### config.mk
export PLATFORM = sky130hd
export DESIGN_NAME = m68k_bus_master
export DESIGN_NICKNAME = d
export VERILOG_FILES = /design/src/rtl/m68k_bus_pkg.sv /design/src/rtl/m68k_wait_timer.sv /design/src/rtl/m68k_bus_master.sv
export SDC_FILE = /design/constraint.sdc
export NUM_CORES = 1
export LEC_CHECK = 0
export CORE_ASPECT_RATIO = 0.9
export CORE_MARGIN = 5
export CORE_UTILIZATION = 45
export DETAILED_ROUTE_END_ITERATION = 10
export PLACE_DENSITY_LB_ADDON = 0.25
export SLEW_MARGIN = 30
export SYNTH_ARGS = -nofsm -noshare
export SYNTH_HDL_FRONTEND = slang
export SYNTH_SLANG_ARGS = --single-unit
### constraint.sdc
create_clock -name CLK_24M -period 4.7 [get_ports CLK_24M]
set_input_delay 0.47 -clock CLK_24M [delete_from_list [all_inputs] [get_ports CLK_24M]]
set_output_delay 0.47 -clock CLK_24M [all_outputs]
set_load 0.005 [all_outputs]
### src/rtl/m68k_bus_pkg.sv
// Shared definitions for the 68000 bus-cycle initiator: state encoding,
// byte-enable bit positions and the read value returned on a timed-out cycle.
package m68k_bus_pkg;

  // One state per 68k half-state, plus the two halves of a wait pair
  typedef enum logic [3:0] {
    ST_IDLE = 4'd0,
    ST_S0   = 4'd1,
    ST_S1   = 4'd2,
    ST_S2   = 4'd3,
    ST_S3   = 4'd4,
    ST_S4   = 4'd5,
    ST_S5   = 4'd6,
    ST_S6   = 4'd7,
    ST_S7   = 4'd8,
    ST_W1   = 4'd9,
    ST_W2   = 4'd10
  } busState_e;

  // Byte-enable vector is {upper, lower}
  localparam int BE_UPPER = 1;
  localparam int BE_LOWER = 0;

  // Width of the wait-pair counter
  localparam int WAIT_CNT_W = 5;

  // Data returned to the requester when a read is forcibly terminated
  localparam logic [15:0] RDATA_TIMEOUT = 16'hFFFF;

endpackage

### src/rtl/m68k_wait_timer.sv
// Wait-pair counter for the bus master. Cleared in S0, advanced once per
// inserted wait pair, and flags expiry once TIMEOUT_PAIRS pairs have elapsed.
// Only instantiated when BUS_TIMEOUT_EN is defined.
module m68k_wait_timer
  import m68k_bus_pkg::*;
#(
  parameter int TIMEOUT_PAIRS = 16
) (
  input  logic clk,
  input  logic rstN,
  input  logic clear,
  input  logic pairStart,
  output logic expired
);

  localparam logic [WAIT_CNT_W-1:0] LIMIT = TIMEOUT_PAIRS[WAIT_CNT_W-1:0];
  localparam logic [WAIT_CNT_W-1:0] CNT_MAX = '1;

  logic [WAIT_CNT_W-1:0] pairCount;

  // Count wait pairs; saturate rather than wrap so expiry cannot be missed
  always_ff @(posedge clk or negedge rstN) begin
    if (!rstN) begin
      pairCount <= '0;
    end else if (clear) begin
      pairCount <= '0;
    end else if (pairStart && (pairCount != CNT_MAX)) begin
      pairCount <= pairCount + 1'b1;
    end
  end

  assign expired = (pairCount >= LIMIT);

endmodule

### src/rtl/m68k_bus_master.sv
// 68000 bus-cycle initiator: turns a REQ/ACK word request into a full
// S0..S7 nAS/nDS/nDTACK cycle, one half-state per CLK_24M cycle, with
// wait pairs inserted while nDTACK is high at the sample points.
// Optional feature macro: BUS_TIMEOUT_EN (forced termination after
// TIMEOUT_PAIRS wait pairs, reported through ERR).
module m68k_bus_master
  import m68k_bus_pkg::*;
#(
  parameter int TIMEOUT_PAIRS = 16
) (
  input  logic        CLK_24M,
  input  logic        nRESET,
  input  logic        REQ,
  input  logic        REQ_RW,
  input  logic [22:0] REQ_ADDR,
  input  logic [15:0] REQ_WDATA,
  input  logic [1:0]  REQ_BE,
  output logic        ACK,
  output logic        ERR,
  output logic [15:0] RDATA,
  output logic        BUSY,
  output logic        CLK_68KCLK,
  output logic [22:0] M68K_ADDR,
  output logic        M68K_RW,
  output logic        nAS,
  output logic        nUDS,
  output logic        nLDS,
  output logic [15:0] M68K_DOUT,
  output logic        M68K_DOE,
  input  logic [15:0] M68K_DIN,
  input  logic        nDTACK
);

  // The wait-pair counter is five bits wide; reject limits it cannot reach
  if ((TIMEOUT_PAIRS < 1) || (TIMEOUT_PAIRS > 31)) begin : gBadTimeout
    $error("m68k_bus_master: TIMEOUT_PAIRS must be in 1..31");
  end

  busState_e   state;
  logic        accept;
  logic        reqRw;
  logic [22:0] reqAddr;
  logic [15:0] reqWdata;
  logic [1:0]  reqBe;

  // A request is only taken in the low half of the 68k clock so S0 lands high
  assign accept = (state == ST_IDLE) && REQ && !CLK_68KCLK;

`ifdef BUS_TIMEOUT_EN
  logic waitExpired;
  logic pairStart;
  logic timerClear;
  logic timedOut;

  assign timerClear = (state == ST_S0);
  assign pairStart  = ((state == ST_S4) || (state == ST_W2)) && nDTACK && !waitExpired;

  m68k_wait_timer #(
    .TIMEOUT_PAIRS(TIMEOUT_PAIRS)
  ) uWaitTimer (
    .clk      (CLK_24M),
    .rstN     (nRESET),
    .clear    (timerClear),
    .pairStart(pairStart),
    .expired  (waitExpired)
  );
`else
  assign ERR = 1'b0;
`endif

  // Free-running 68k clock: CLK_24M divided by two
  always_ff @(posedge CLK_24M or negedge nRESET) begin
    if (!nRESET) begin
      CLK_68KCLK <= 1'b0;
    end else begin
      CLK_68KCLK <= ~CLK_68KCLK;
    end
  end

  // Hold the request fields for the whole cycle once accepted
  always_ff @(posedge CLK_24M) begin
    if (accept) begin
      reqRw    <= REQ_RW;
      reqAddr  <= REQ_ADDR;
      reqWdata <= REQ_WDATA;
      reqBe    <= REQ_BE;
    end
  end

  // Bus-cycle sequencer; every bus pin is set on entry to the state it belongs to
  always_ff @(posedge CLK_24M or negedge nRESET) begin
    if (!nRESET) begin
      state     <= ST_IDLE;
      nAS       <= 1'b1;
      nUDS      <= 1'b1;
      nLDS      <= 1'b1;
      M68K_RW   <= 1'b1;
      M68K_DOE  <= 1'b0;
      M68K_ADDR <= '0;
      M68K_DOUT <= '0;
      ACK       <= 1'b0;
      BUSY      <= 1'b0;
      RDATA     <= '0;
`ifdef BUS_TIMEOUT_EN
      ERR       <= 1'b0;
      timedOut  <= 1'b0;
`endif
    end else begin
      ACK <= 1'b0;
`ifdef BUS_TIMEOUT_EN
      ERR <= 1'b0;
`endif
      unique case (state)
        ST_IDLE: begin
          if (accept) begin
            state    <= ST_S0;
            BUSY     <= 1'b1;
            M68K_RW  <= REQ_RW;
            M68K_DOE <= 1'b0;
`ifdef BUS_TIMEOUT_EN
            timedOut <= 1'b0;
`endif
          end
        end
        ST_S0: begin
          state     <= ST_S1;
          M68K_ADDR <= reqAddr;
        end
        ST_S1: begin
          state <= ST_S2;
          nAS   <= 1'b0;
          // Reads assert data strobes together with nAS
          if (reqRw) begin
            nUDS <= ~reqBe[BE_UPPER];
            nLDS <= ~reqBe[BE_LOWER];
          end
        end
        ST_S2: begin
          state <= ST_S3;
          if (!reqRw) begin
            M68K_DOUT <= reqWdata;
            M68K_DOE  <= 1'b1;
          end
        end
        ST_S3: begin
          state <= ST_S4;
          // Writes assert data strobes one state after the data is driven
          if (!reqRw) begin
            nUDS <= ~reqBe[BE_UPPER];
            nLDS <= ~reqBe[BE_LOWER];
          end
        end
        ST_S4, ST_W2: begin
          // nDTACK sample point; a wait pair keeps the 68k clock phase intact
          if (!nDTACK) begin
            state <= ST_S5;
`ifdef BUS_TIMEOUT_EN
          end else if (waitExpired) begin
            state    <= ST_S5;
            timedOut <= 1'b1;
`endif
          end else begin
            state <= ST_W1;
          end
        end
        ST_W1: begin
          state <= ST_W2;
        end
        ST_S5: begin
          state <= ST_S6;
        end
        ST_S6: begin
          state <= ST_S7;
          nAS   <= 1'b1;
          nUDS  <= 1'b1;
          nLDS  <= 1'b1;
          ACK   <= 1'b1;
          if (reqRw) begin
`ifdef BUS_TIMEOUT_EN
            RDATA <= timedOut ? RDATA_TIMEOUT : M68K_DIN;
`else
            RDATA <= M68K_DIN;
`endif
          end
`ifdef BUS_TIMEOUT_EN
          ERR <= timedOut;
`endif
        end
        ST_S7: begin
          state    <= ST_IDLE;
          BUSY     <= 1'b0;
          M68K_RW  <= 1'b1;
          M68K_DOE <= 1'b0;
        end
        default: begin
          state <= ST_IDLE;
        end
      endcase
    end
  end

endmodule

==> impl_metrics.csv <==
group,metric,value,unit
status,status,"finished clean",
global_route,grt_pass1_vias,2451,
drt,vias,2319,
floorplanning,rows,32,
floorplanning,num_io_pins,126,
placement,post-dp-hpwl,5320,microns
placement,place_ws,2.31,ns
sta,min_period,1.99,ns
logic_synthesis,yosys_warnings,0,
sta,tns,0,ns
drt,first_iter_violations,74,
cts,numClockSinks,109,
sta,finalHoldViolCount,0,
drt,first_pass_iters,4,
logic_synthesis,yosysSeqAreaShare,72.7,%
sta,finalWorstSetupSlack,2.71,ns
sta,max_slew_margin,58.9,%
drt,drc,0,
global_route,grt_remaining_overflow,0,
sta,finClkSkew,0.0172,ns
setup_path,worstPathArrival,1.99,ns
layout,final_common_cell,"clkdlybuf4s50_1",
layout,final_util,64.5,%
setup_path,end_kind,"register",
drt,final_antenna_net_count,0,
cts,clock_latency,0.37,ns
setup_path,start_kind,"primary input",
placement,place_congestion,0.755,
flow_run,max_cap_violations,0,
logic_synthesis,synth_cell_types,33,
logic_synthesis,synth_area_per_cell,17.8,sq um
layout,mostFrequentLayoutCells,"clkdlybuf4s50_1, dfrtp_1, mux2_2",
setup_path,crit_type,"in -> reg",
cts,clk_pin_slew,0.10,ns
floorplanning,core,0.00869,sq mm
sta,maxSlewViolCount,0,
sta,finalCritPeriodShare,42.4,%
cts,cts_max_level,3,
drt,routedWlPerCell,16.2,microns
floorplanning,die_x,110,microns
setup_path,cp.required,4.70,ns
global_route,grt_antenna_before_repair,0,
global_route,grt_first_pass_wirelength,12400,microns
min_path,hp-class,"reg -> reg",
cts,cts_root_buf,"clkbuf_8",
cts,cts_tree,"done",
global_route,grt_usage,14.8,%
floorplanning,initial_utilization,46.6,%
logic_synthesis,yosys_register_bits,109,
layout,diodes,0,
logic_synthesis,syn_area,0.00405,sq mm
cts,clk_path_buf_depth,2,
floorplanning,dieArea,0.0110,sq mm
sta,worstMarginPinSlew,0.617,ns
cts,cts_made_buffers,9,
global_route,grt_max_degree,68,
sta,max_freq,502,MHz
floorplanning,die_h,100,microns
power,leakagePower,2.19,nW
placement,dpl_cell_area,0.00537,sq mm
layout,nets,418,
layout,drive_gt1_share,24.7,%
power,peakVddDrop,0.270,mV
sta,rsz0062_at_grt,"no",
logic_synthesis,syn_nets,289,
logic_synthesis,synth_cells,227,
placement,port_buffers,124,
drt,vias_per_cell,4.83,
layout,syn_to_final_growth,38.3,%
sta,setup_viol,0,
drt,wl,7780,microns
setup_path,cp_max_fo,42,
cts,post_cts_buffers,0,
power,power_density,603,mW/mm^2
layout,design_area,0.00560,sq mm
-- worst max-delay path, stage by stage --
cell and delay, ns:
clkdlybuf4s50_1 0.45, nor2b_1 0.33, nand2_1 0.11, nor3_2 0.11, buf_4 0.49
-- synthesized netlist by cell type --
cell type | n | area (sq um)
dfrtp_1 | 63 | 1580
mux2_2 | 44 | 495
edfxtp_1 | 42 | 1260
mux2_4 | 11 | 165
a21oi_1 | 6 | 30.0
buf_6 | 6 | 67.6
o21ai_0 | 6 | 30.0
nand2_1 | 5 | 18.8
nor2_1 | 5 | 18.8
dfstp_2 | 4 | 105
buf_4 | 3 | 22.5
nor3_1 | 3 | 15.0
clkbuf_1 | 2 | 7.51
inv_1 | 2 | 7.51
mux2_1 | 2 | 22.5
nand2b_1 | 2 | 12.5
nor2b_1 | 2 | 12.5
o22a_1 | 2 | 17.5
o22ai_1 | 2 | 12.5
o32ai_1 | 2 | 17.5
a2bb2oi_1 | 1 | 8.76
and2_4 | 1 | 8.76
and2b_4 | 1 | 10.0
conb_1 | 1 | 3.75
inv_2 | 1 | 3.75
nand2_2 | 1 | 6.26
nand2_4 | 1 | 11.3
nand3b_1 | 1 | 7.51
nand3b_4 | 1 | 20.0
nor3b_4 | 1 | 18.8
nor4_4 | 1 | 21.3
o211ai_1 | 1 | 7.51
o21ai_1 | 1 | 5.00
-- timing repair --
| action | 4_1_cts | 5_1_grt |
|---|---|---|
| setup endpoints to repair | 0 | 0 |
| hold buffers | 0 | 1 |
| gates resized for setup | 0 | 0 |
| hold endpoints to repair | 0 | 15 |
-- area by class of cell --
class                           instances  area, sq um
Clock buffer                            9          124
Clock inverter                          7         80.1
Fill cell                             645         3090
Inverter                                3         11.3
Multi-Input combinational cell        104         1000
Sequential cell                       109         2940
Tap cell                              119          149
Timing Repair Buffer                  129         1290
-- power breakdown --
group | switching [mW] | internal [mW] | total (mW) | leakage, nW
Combinational | 0.373 | 0.868 | 1.24 | 0.923
Sequential | 0.226 | 1.33 | 1.56 | 1.16
Clock | 0.319 | 0.255 | 0.574 | 0.107
Total | 0.919 | 2.46 | 3.38 | 2.19
-- per-layer routing --
metal  wire length, microns  vias to the layer above  part of all wire (%)  GRT usage [%]
met3                    679                        5                   8.7           6.56
met4                     43                        0                  0.55           3.45
li1                       -                     1079                     -              -
met2                   3720                       89                    48           22.6
met5                      0                        -                     0              0
met1                   3330                     1146                    43           19.5
-- registers in the layout, summed over array words and instances (netlist names) --
| register | flops |
|---|---|
| ACK | 1 |
| reqRw | 1 |
| reqWdata | 16 |
| state | 4 |
| CLK_68KCLK | 1 |
| nLDS | 1 |
| M68K_DOUT | 16 |
| M68K_ADDR | 23 |
| M68K_RW | 1 |
| reqAddr | 23 |
| BUSY | 1 |
| reqBe | 2 |
| RDATA | 16 |
| M68K_DOE | 1 |
| nUDS | 1 |
| nAS | 1 |
-- kinds of logic after synthesis --
group / after synthesis / share of synthesized area, %
buf+inv: 14 / 2.69
compound gates: 21 / 3.18
mux: 57 / 16.9
other cells: 1 / 0.0926
flops: 109 / 72.7
simple gates: 25 / 4.48
-- final timing paths --
path / from / end / slack (ns) / cells past startpoint
hold reg to reg: CLK_68KCLK$_DFF_PN0_ / CLK_68KCLK$_DFF_PN0_ / 0.45 / 1
setup / recovery: REQ / reqWdata[4]$_DFFE_PP_ / 2.71 / 5
hold / removal: CLK_68KCLK$_DFF_PN0_ / CLK_68KCLK$_DFF_PN0_ / 0.45 / 1
setup reg to reg: CLK_68KCLK$_DFF_PN0_ / reqWdata[4]$_DFFE_PP_ / 2.87 / 4
min in group asynchronous: nRESET / M68K_DOUT[13]$_DFFE_PN0P_ / 0.53 / 2
max in group asynchronous: nRESET / M68K_ADDR[22]$_DFFE_PN0P_ / 3.62 / 3
-- per-stage QoR --
step / total power, mW / std cells / hold slack [ns]
floorplan: 2.16 / 227 / 0.174
global placement: 2.80 / 462 / 0.431
detailed placement: 2.84 / 462 / 0.437
CTS: 3.43 / 478 / 0.229
global route: 3.60 / 480 / 0.477
finish: 3.38 / 480 / 0.450
Power figures use the tool's default switching activity.
